### src/rtl/rv32i_pkg.sv
// Shared RV32I definitions for the ALU issue sequencer: ALU control codes,
// opcode/funct7 constants, sequencer states and the decode bundle.
package rv32i_pkg;

  localparam logic [3:0] ALU_ADD  = 4'b0000;
  localparam logic [3:0] ALU_SLTU = 4'b0010;
  localparam logic [3:0] ALU_XOR  = 4'b0011;
  localparam logic [3:0] ALU_OR   = 4'b0100;
  localparam logic [3:0] ALU_AND  = 4'b0111;
  localparam logic [3:0] ALU_SLL  = 4'b1000;
  localparam logic [3:0] ALU_SRL  = 4'b1001;
  localparam logic [3:0] ALU_SRA  = 4'b1010;
  localparam logic [3:0] ALU_SUB  = 4'b1011;

  localparam logic [6:0] OPC_OP     = 7'b0110011;
  localparam logic [6:0] OPC_OP_IMM = 7'b0010011;

  localparam logic [6:0] F7_BASE = 7'b0000000;
  localparam logic [6:0] F7_ALT  = 7'b0100000;

  typedef enum logic [1:0] {IDLE, EXEC, WB} state_t;

  typedef struct packed {
    logic [3:0]  ctrl;
    logic        use_imm;
    logic        is_shift;
    logic        is_slt;
    logic        illegal;
    logic [31:0] imm;
  } decode_t;

endpackage

### src/rtl/alu_issue_decode.sv
// Combinational decode of an RV32I OP / OP-IMM word into ALU control,
// operand-select flags, the sign-extended immediate and an illegal flag.
module alu_issue_decode
  import rv32i_pkg::*;
(
  input  logic [31:0] instr,
  output decode_t     dec
);

  logic [6:0] opcode;
  logic [2:0] funct3;
  logic [6:0] funct7;
  logic       is_op;
  logic       is_imm;
  logic       legal;
  logic [9:0] unused_fields;

  assign opcode        = instr[6:0];
  assign funct3        = instr[14:12];
  assign funct7        = instr[31:25];
  assign is_op         = (opcode == OPC_OP);
  assign is_imm        = (opcode == OPC_OP_IMM);
  assign unused_fields = {instr[19:15], instr[11:7]};

  always_comb begin
    // NOTE: every output gets a default up front so no path can infer a latch.
    dec         = '0;
    dec.imm     = {{20{instr[31]}}, instr[31:20]};
    dec.use_imm = is_imm;
    legal       = is_op | is_imm;

    case (funct3)
      3'b000: begin
        if (is_op && funct7 == F7_ALT) begin
          dec.ctrl = ALU_SUB;
        end else begin
          dec.ctrl = ALU_ADD;
          if (is_op && funct7 != F7_BASE) legal = 1'b0;
        end
      end
      3'b001: begin
        dec.ctrl     = ALU_SLL;
        dec.is_shift = 1'b1;
        if (funct7 != F7_BASE) legal = 1'b0;
      end
      3'b010: begin
        dec.ctrl   = ALU_SLTU;
        dec.is_slt = 1'b1;
      end
      3'b011: dec.ctrl = ALU_SLTU;
      3'b100: begin
        dec.ctrl = ALU_XOR;
        if (is_op && funct7 != F7_BASE) legal = 1'b0;
      end
      3'b101: begin
        dec.is_shift = 1'b1;
        if (funct7 == F7_BASE)     dec.ctrl = ALU_SRL;
        else if (funct7 == F7_ALT) dec.ctrl = ALU_SRA;
        else                       legal    = 1'b0;
      end
      3'b110: begin
        dec.ctrl = ALU_OR;
        if (is_op && funct7 != F7_BASE) legal = 1'b0;
      end
      3'b111: begin
        dec.ctrl = ALU_AND;
        if (is_op && funct7 != F7_BASE) legal = 1'b0;
      end
      default: dec.ctrl = ALU_ADD;
    endcase

    // Illegal words run as a harmless ADD so the timing stays uniform.
    if (!legal) begin
      dec.ctrl     = ALU_ADD;
      dec.is_shift = 1'b0;
      dec.is_slt   = 1'b0;
    end
    dec.illegal = ~legal;
  end

endmodule

### src/rtl/alu_issue.sv
// Issue/writeback sequencer driving an RV32I ALU: IDLE -> EXEC -> WB.
// Optional `ALU_ISSUE_ILLEGAL_TRAP_EN` makes `illegal` pulse in WB of a bad word.
module alu_issue
  import rv32i_pkg::*;
(
  input  logic        clk,
  input  logic        rst,
  input  logic        instr_valid,
  output logic        instr_ready,
  input  logic [31:0] instr,
  input  logic [31:0] rs1_data,
  input  logic [31:0] rs2_data,
  output logic [31:0] alu_a,
  output logic [31:0] alu_b,
  output logic [3:0]  alu_ctrl,
  input  logic [31:0] alu_result,
  input  logic        alu_less,
  input  logic        alu_zero,
  output logic        rd_we,
  output logic [4:0]  rd_addr,
  output logic [31:0] rd_data,
  output logic        illegal
);

  state_t      state, state_next;
  decode_t     dec;
  logic [31:0] b_sel;
  logic [31:0] sign_flip;
  logic        accept;
  logic        is_cmp_q;
  logic        illegal_q;
  logic        status_zero_unused;

  alu_issue_decode u_decode (
    .instr (instr),
    .dec   (dec)
  );

  assign accept = (state == IDLE) & instr_valid;

  // SLT runs on the unsigned comparator with both sign bits inverted.
  assign sign_flip = {dec.is_slt, 31'b0};

  always_comb begin
    b_sel = dec.use_imm ? dec.imm : rs2_data;
    if (dec.is_shift) b_sel = {27'b0, b_sel[4:0]};
  end

  // NOTE: sequential state uses non-blocking assignments so every register
  // samples pre-edge values regardless of process ordering.
  always_ff @(posedge clk) begin
    if (rst) state <= IDLE;
    else     state <= state_next;
  end

  always_comb begin
    state_next = state;
    case (state)
      IDLE:    if (instr_valid) state_next = EXEC;
      EXEC:    state_next = WB;
      WB:      state_next = IDLE;
      default: state_next = IDLE;
    endcase
  end

  always_comb begin
    instr_ready = (state == IDLE);
    rd_we       = (state == WB) && !illegal_q && (rd_addr != 5'd0);
`ifdef ALU_ISSUE_ILLEGAL_TRAP_EN
    illegal     = (state == WB) && illegal_q;
`else
    illegal     = 1'b0;
`endif
  end

  // Datapath registers are reset because they drive visible outputs.
  always_ff @(posedge clk) begin
    if (rst) begin
      alu_a              <= '0;
      alu_b              <= '0;
      alu_ctrl           <= ALU_ADD;
      rd_addr            <= '0;
      rd_data            <= '0;
      is_cmp_q           <= 1'b0;
      illegal_q          <= 1'b0;
      status_zero_unused <= 1'b0;
    end else begin
      if (accept) begin
        alu_a     <= rs1_data ^ sign_flip;
        alu_b     <= b_sel ^ sign_flip;
        alu_ctrl  <= dec.ctrl;
        rd_addr   <= instr[11:7];
        is_cmp_q  <= (dec.ctrl == ALU_SLTU);
        illegal_q <= dec.illegal;
      end
      if (state == EXEC) begin
        rd_data            <= is_cmp_q ? {31'b0, alu_less} : alu_result;
        status_zero_unused <= alu_zero;
      end
    end
  end

endmodule
### config.mk
export PLATFORM = sky130hd
export DESIGN_NAME = alu_issue
export DESIGN_NICKNAME = d
export VERILOG_FILES = /design/src/rtl/rv32i_pkg.sv /design/src/rtl/alu_issue_decode.sv /design/src/rtl/alu_issue.sv
export SDC_FILE = /design/constraint.sdc
export NUM_CORES = 1
export LEC_CHECK = 0
export ABC_AREA = 1
export ABC_CLOCK_PERIOD_IN_PS = 2300
export CAP_MARGIN = 20
export CORE_AREA = 2 2 144 146
export CTS_CLUSTER_SIZE = 12
export DETAILED_ROUTE_END_ITERATION = 8
export DIE_AREA = 0 0 146 148
export SLEW_MARGIN = 15
export SYNTH_ARGS = -nofsm -noshare
export SYNTH_HDL_FRONTEND = slang
export SYNTH_HIERARCHICAL = 1
export SYNTH_SLANG_ARGS = --single-unit
### constraint.sdc
create_clock -name clk -period 2.3 [get_ports clk]
set_input_delay 0.46 -clock clk [delete_from_list [all_inputs] [get_ports clk]]
set_output_delay 0.46 -clock clk [all_outputs]
set_load 0.01 [all_outputs]
==> results_dict.tcl, run 1 <==
set metrics [dict create \
    first_global_vias 4638 \
    cp-end-kind "primary output" \
    pwr_density_cell_nw_per_um2 602 \
    dp.final_hpwl_um 11300 \
    vias 4882 \
    fillerInstances 2217 \
    io_buffers 233 \
    start_kind "flop" \
    wl_um 15700 \
    io_pins 241 \
    cts_htree_levels 3 \
    finalHoldViolations 0 \
    avgSynthCellArea_um2 7.12 \
    synth_area_um2 4940 \
    start_util 0.247 \
    detail-route-antenna-nets 0 \
    critPathMaxFanout 2 \
    drt_iter0_drc 190 \
    vias_per_cell 4.19 \
    cp.arrival_ns 1.62 \
    drt_first_pass_iters 7 \
    seqPwrFrac 0.451 \
    cts_tree "built" \
    layout_common_cells "clkdlybuf4s50_1 (233), nand2_1 (202), dfxtp_1 (109)" \
    p_clk_frac 0.342 \
    synth-seq-cells 109 \
    synthArstFlopShare 0 \
    grtUsageTotal 0.143 \
    p_int_w 0.00331 \
    rsz0062_at_grt "no" \
    layout_commonest_cell "clkdlybuf4s50_1" \
    p_leak_nw 3.16 \
    yosysWarnings 6 \
    clkLatencyLatePin_ns 0.36 \
    max-cap-violations 0 \
    area_delta_synth_final_pct 54.8 \
    antenna_cells 0 \
    setup_viol 0 \
    cp.buffers_inverters 3 \
    cts_buffers 9 \
    worst-setup-path-type "reg -> out" \
    slowest_stage "clkdlybuf4s50_1" \
    die_height_um 148 \
    synthFlopType "dfxtp_1" \
    grt_max_degree 50 \
    min_period_ns 2.08 \
    fin_util 0.382 \
    setup_tns_ns 0 \
    die_width_um 146 \
    grt_antenna_before_repair 0 \
    min_path_type "reg -> reg" \
    cts_root_buf "clkbuf_16" \
    slew_viol_final 0 \
    layout.nets 1023 \
    synth_edf_count 0 \
    peakVddDrop_uv 336 \
    grt_pass1_wl_um 24800 \
    core_area_um2 20000 \
    cpMostUsedCell "inv_1" \
    clockBufferDepth 2 \
    status "complete, no violations" \
    syn_nets 827 \
    fin_crit_sh 0.906 \
    avgRoutedWirePerCell_um 13.5 \
    drc 0 \
    cpPeakStageDelay_ns 0.54 \
    switching_share 0.281 \
    rows 52 \
    place.gp.congestion 0.792 \
    clock-sinks 109 \
    drive_gt1_frac 0.0771 \
    netlist_instances 694 \
    clk_pin_slew_ns 0.08 \
    worst_ep_required_time_ns 1.84 \
    ys_seq_area_frac 0.441 \
    fin_skew_ns 0.00937 \
    crit_family "buffers and inverters" \
    p_switching_w 0.00129 \
    timing.fmax_mhz 480 \
    die-area_um2 21600 \
    p_comb_frac 0.207 \
    r2r_setup_slack_ns 0.91 \
    grt-ovfl-total 0 \
    synthDistinctLibCells 29 \
    cp_cell_sequence "inv_1 > nor3_2 > nand2_1 > inv_1 > clkdlybuf4s50_1" \
]
through the flow:
| step | total power, W | std cells | hold WS, ns | setup WS, ns | cell area (um2) |
|---|---|---|---|---|---|
| final | 0.00461 | 1165 | 0.467 | 0.217 | 7650 |
| after global routing | 0.00486 | 1165 | 0.489 | 0.0634 | 7650 |
| after CTS | 0.00468 | 1165 | 0.468 | 0.0447 | 7650 |
| after detailed placement | 0.00309 | 1149 | 0.455 | -0.171 | 7350 |
| after global placement | 0.00308 | 1149 | 0.451 | -0.154 | 7350 |
| after floorplan | 0.00256 | 694 | 0.457 | 0.465 | 4940 |
cell usage after synthesis (5+ instances only):
| master | n | share of area |
|---|---|---|
| nand2_1 | 202 | 0.15 |
| dfxtp_1 | 109 | 0.44 |
| nor2_1 | 99 | 0.075 |
| o21ai_0 | 62 | 0.063 |
| nand3_1 | 41 | 0.041 |
| buf_4 | 37 | 0.056 |
| a21oi_1 | 35 | 0.035 |
| inv_1 | 20 | 0.015 |
| o21ai_1 | 17 | 0.017 |
| buf_2 | 16 | 0.016 |
| clkbuf_1 | 14 | 0.011 |
| buf_6 | 8 | 0.018 |
| inv_2 | 5 | 0.0038 |
final cells by class:
class	instances	area, um2	area share
Inverter	26	101	0.0132
Multi-Input combinational cell	483	2160	0.282
Sequential cell	109	2180	0.285
Clock buffer	9	225	0.0294
Clock inverter	7	67.6	0.00883
Timing Repair Buffer	261	2580	0.337
Tap cell	270	338	0.0441
final timing paths:
check,endpoint,cells past startpoint,startpoint
hold / removal,alu_b[12],2,alu_b[12]
setup reg to reg,is_cmp_q,6,state[0]
hold reg to reg,alu_b[12],2,alu_b[12]
setup / recovery,rd_we,5,state[1]
flip-flops by register name, summed over array words and instances, names as in the netlist:
register / count
alu_a: 32
alu_b: 32
rd_data: 32
rd_addr: 5
alu_ctrl: 4
state: 2
illegal_q: 1
is_cmp_q: 1
worst min-delay path, stage by stage (launching register included):
cell     delay, ns
dfxtp_1       0.32
nand2_1       0.06
a21oi_1       0.05
power groups by stage:
stage / Sequential [W] / Clock, W / Combinational (W)
2_1_floorplan: 0.00218 / 0 / 0.000375
3_3_place_gp: 0.00212 / 0 / 0.000959
3_5_place_dp: 0.00212 / 0 / 0.000962
4_1_cts: 0.00208 / 0.00163 / 0.000966
5_1_grt: 0.00210 / 0.00172 / 0.00104
6_report: 0.00208 / 0.00157 / 0.000953
kinds of logic after synthesis:
family          count (synthesis)  share of synthesized area
xor+xnor                        1                    0.00177
buf+inv                       102                      0.124
compound gates                115                      0.117
simple gates                  366                      0.315
other cells                     1                   0.000758
flops                         109                      0.441
per-layer routing:
layer / GRT usage / routed length (um) / up-vias / share of wire
met4: 0.0563 / 340 / 0 / 0.022
met5: 0 / 0 / - / 0
met2: 0.232 / 7200 / 154 / 0.46
met1: 0.176 / 6990 / 2145 / 0.44
met3: 0.0466 / 1210 / 20 / 0.077
li1: - / - / 2563 / -
what timing repair did:
action	CTS	global route
hold buffers	0	0
setup buffers	0	0
setup endpoints to repair	0	2
gates resized for setup	0	3
Power figures use the tool's default switching activity.
==> run 2: changes to the inputs <==
--- a/config.mk
+++ b/config.mk
@@ -8,10 +8,11 @@
 export ABC_AREA = 1
 export ABC_CLOCK_PERIOD_IN_PS = 2300
 export CAP_MARGIN = 20
-export CORE_AREA = 2 2 144 146
+export CORE_AREA = 2 2 113 115
 export CTS_CLUSTER_SIZE = 12
 export DETAILED_ROUTE_END_ITERATION = 8
-export DIE_AREA = 0 0 146 148
+export DIE_AREA = 0 0 115 117
+export PLACE_DENSITY = 0.8
 export SLEW_MARGIN = 15
 export SYNTH_ARGS = -nofsm -noshare
 export SYNTH_HDL_FRONTEND = slang
==> results_dict.tcl, run 2 (synthesis gave the netlist of run 1 again) <==
set metrics [dict create \
    grt_max_degree 52 \
    clock-sinks 109 \
    fin_crit_sh 0.925 \
    grt-ovfl-total 0 \
    start_util 0.402 \
    die_width_um 115 \
    io_pins 241 \
    detail-route-antenna-nets 0 \
    vias_per_cell 4.66 \
    whs_ns 0.465 \
    clk_pin_slew_ns 0.07 \
    die-area_um2 13500 \
    wirelength_met1_um 5960 \
    clkLatencyLatePin_ns 0.34 \
    timing.fmax_mhz 470 \
    fillerInstances 1148 \
    area_delta_synth_final_pct 50.8 \
    drive_gt1_frac 0.0697 \
    worstReg2RegStart "state[1]" \
    die_height_um 117 \
    io_buffers 233 \
    rows 41 \
    first_global_vias 4475 \
    setup_ws_ns 0.172 \
    cp_cell_sequence "inv_1 > nor3_1 > nand2_1 > inv_1 > clkdlybuf4s50_1" \
    reg_top3 "alu_a x32, alu_b x32, rd_data x32" \
    post_dp_cell_area_um2 7180 \
    top_layer "met4" \
    drc 0 \
    worst-setup-path-type "reg -> out" \
    r2r_cells 8 \
    status "complete, no violations" \
    rsz0062_at_grt "no" \
    cts_hold_buf 0 \
    r2r_end "alu_b[31]" \
    slowest_stage "clkdlybuf4s50_1" \
    fin_area_um2 7450 \
    cpPeakStageDelay_ns 0.54 \
    layout.nets 1018 \
    peakVddDrop_uv 334 \
    slew_viol_final 0 \
    cts_resized 0 \
    clockBufferDepth 2 \
    min_path_type "reg -> reg" \
    finalHoldViolations 0 \
    crit_family "buffers and inverters" \
    grt_pass1_wl_um 21700 \
    grt_antenna_before_repair 0 \
    p_leak_nw 3.13 \
    cpMostUsedCell "inv_1" \
    dp.final_hpwl_um 9950 \
    antenna_cells 0 \
    cts_tree "built" \
    drt_iter0_drc 298 \
    pre_cts_ws_ns -0.104 \
    min_to "alu_b[18]" \
    drt_first_pass_iters 4 \
    cp.arrival_ns 1.67 \
    pwr_density_cell_nw_per_um2 599 \
    min_period_ns 2.13 \
    cts_htree_levels 3 \
    max-cap-violations 0 \
    layout_commonest_cell "clkdlybuf4s50_1" \
    place.gp.congestion 0.765 \
    critPathMaxFanout 2 \
    cts_buffers 9 \
    worst_ep_required_time_ns 1.84 \
    core_area_um2 12300 \
    wl_met3_um 993 \
    wl_um 13800 \
    setup_viol 0 \
    holdCritStartpoint "alu_b[18]" \
    start_kind "flop" \
    vias 4837 \
    avgRoutedWirePerCell_um 13.3 \
    met2WireLength_um 6620 \
    fin_skew_ns 0.00595 \
    cts_setup_buffers 0 \
    layout_common_cells "clkdlybuf4s50_1 (233), nand2_1 (202), dfxtp_1 (109)" \
    cp-end-kind "primary output" \
    r2r_setup_slack_ns 0.88 \
    whs_path_depth 2 \
    cp.buffers_inverters 3 \
    grtUsageTotal 0.201 \
    cts_root_buf "clkbuf_16" \
]
## run 2: how the worst max path moves through the flow
| stage | start | end | slack [ns] | depth (start not counted) |
|---|---|---|---|---|
| final | state[1] | rd_we | 0.17 | 5 |
| after global placement | instr[1] | alu_b[28] | -0.09 | 11 |
| after detailed placement | instr[1] | alu_b[29] | -0.10 | 11 |
| after global routing | state[1] | rd_we | 0.05 | 5 |
| after floorplan | instr[2] | alu_b[11] | 0.46 | 10 |
| after CTS | state[1] | rd_we | 0.13 | 5 |
## run 2: area by class of cell
cell class                 instances  area [um2]  share of cell area
timing repair buffer             256        2550               0.343
multi-input combinational        483        2150               0.289
inverter                          26        98.8              0.0133
tap                              150         188              0.0252
clock buffer                      10         239              0.0321
clock inverter                     5        37.5             0.00504
sequential                       109        2180               0.293
## run 2: per-stage QoR
| stage | total power (W) | cells | setup TNS (ns) | utilization |
|---|---|---|---|---|
| after global placement | 0.00305 | 1024 | -1.59 | 0.583 |
| after floorplan | 0.00256 | 694 | 0 | - |
| after global routing | 0.00468 | 1039 | 0 | 0.605 |
| after detailed placement | 0.00307 | 1024 | -1.95 | 0.583 |
| final | 0.00446 | 1039 | 0 | 0.605 |
| after CTS | 0.00451 | 1039 | 0 | 0.605 |
## run 2: layer usage
metal,up-vias,global-route usage
li1,2544,-
met1,2125,0.244
met2,149,0.341
met3,19,0.0597
met4,0,0.0691
met5,-,0
## run 2: power by group
group | internal (W) | switching [W]
Sequential | 0.00202 | 0.0000648
Combinational | 0.000530 | 0.000406
Clock | 0.000760 | 0.000685
## run 2: worst reg2reg max path, stage by stage (launching register included)
cell	delay (ns)
dfxtp_1	0.34
nor2_4	0.14
nand2_4	0.21
inv_2	0.12
buf_4	0.30
nor2_1	0.07
nor2_1	0.09
nand2_1	0.06
inv_1	0.04
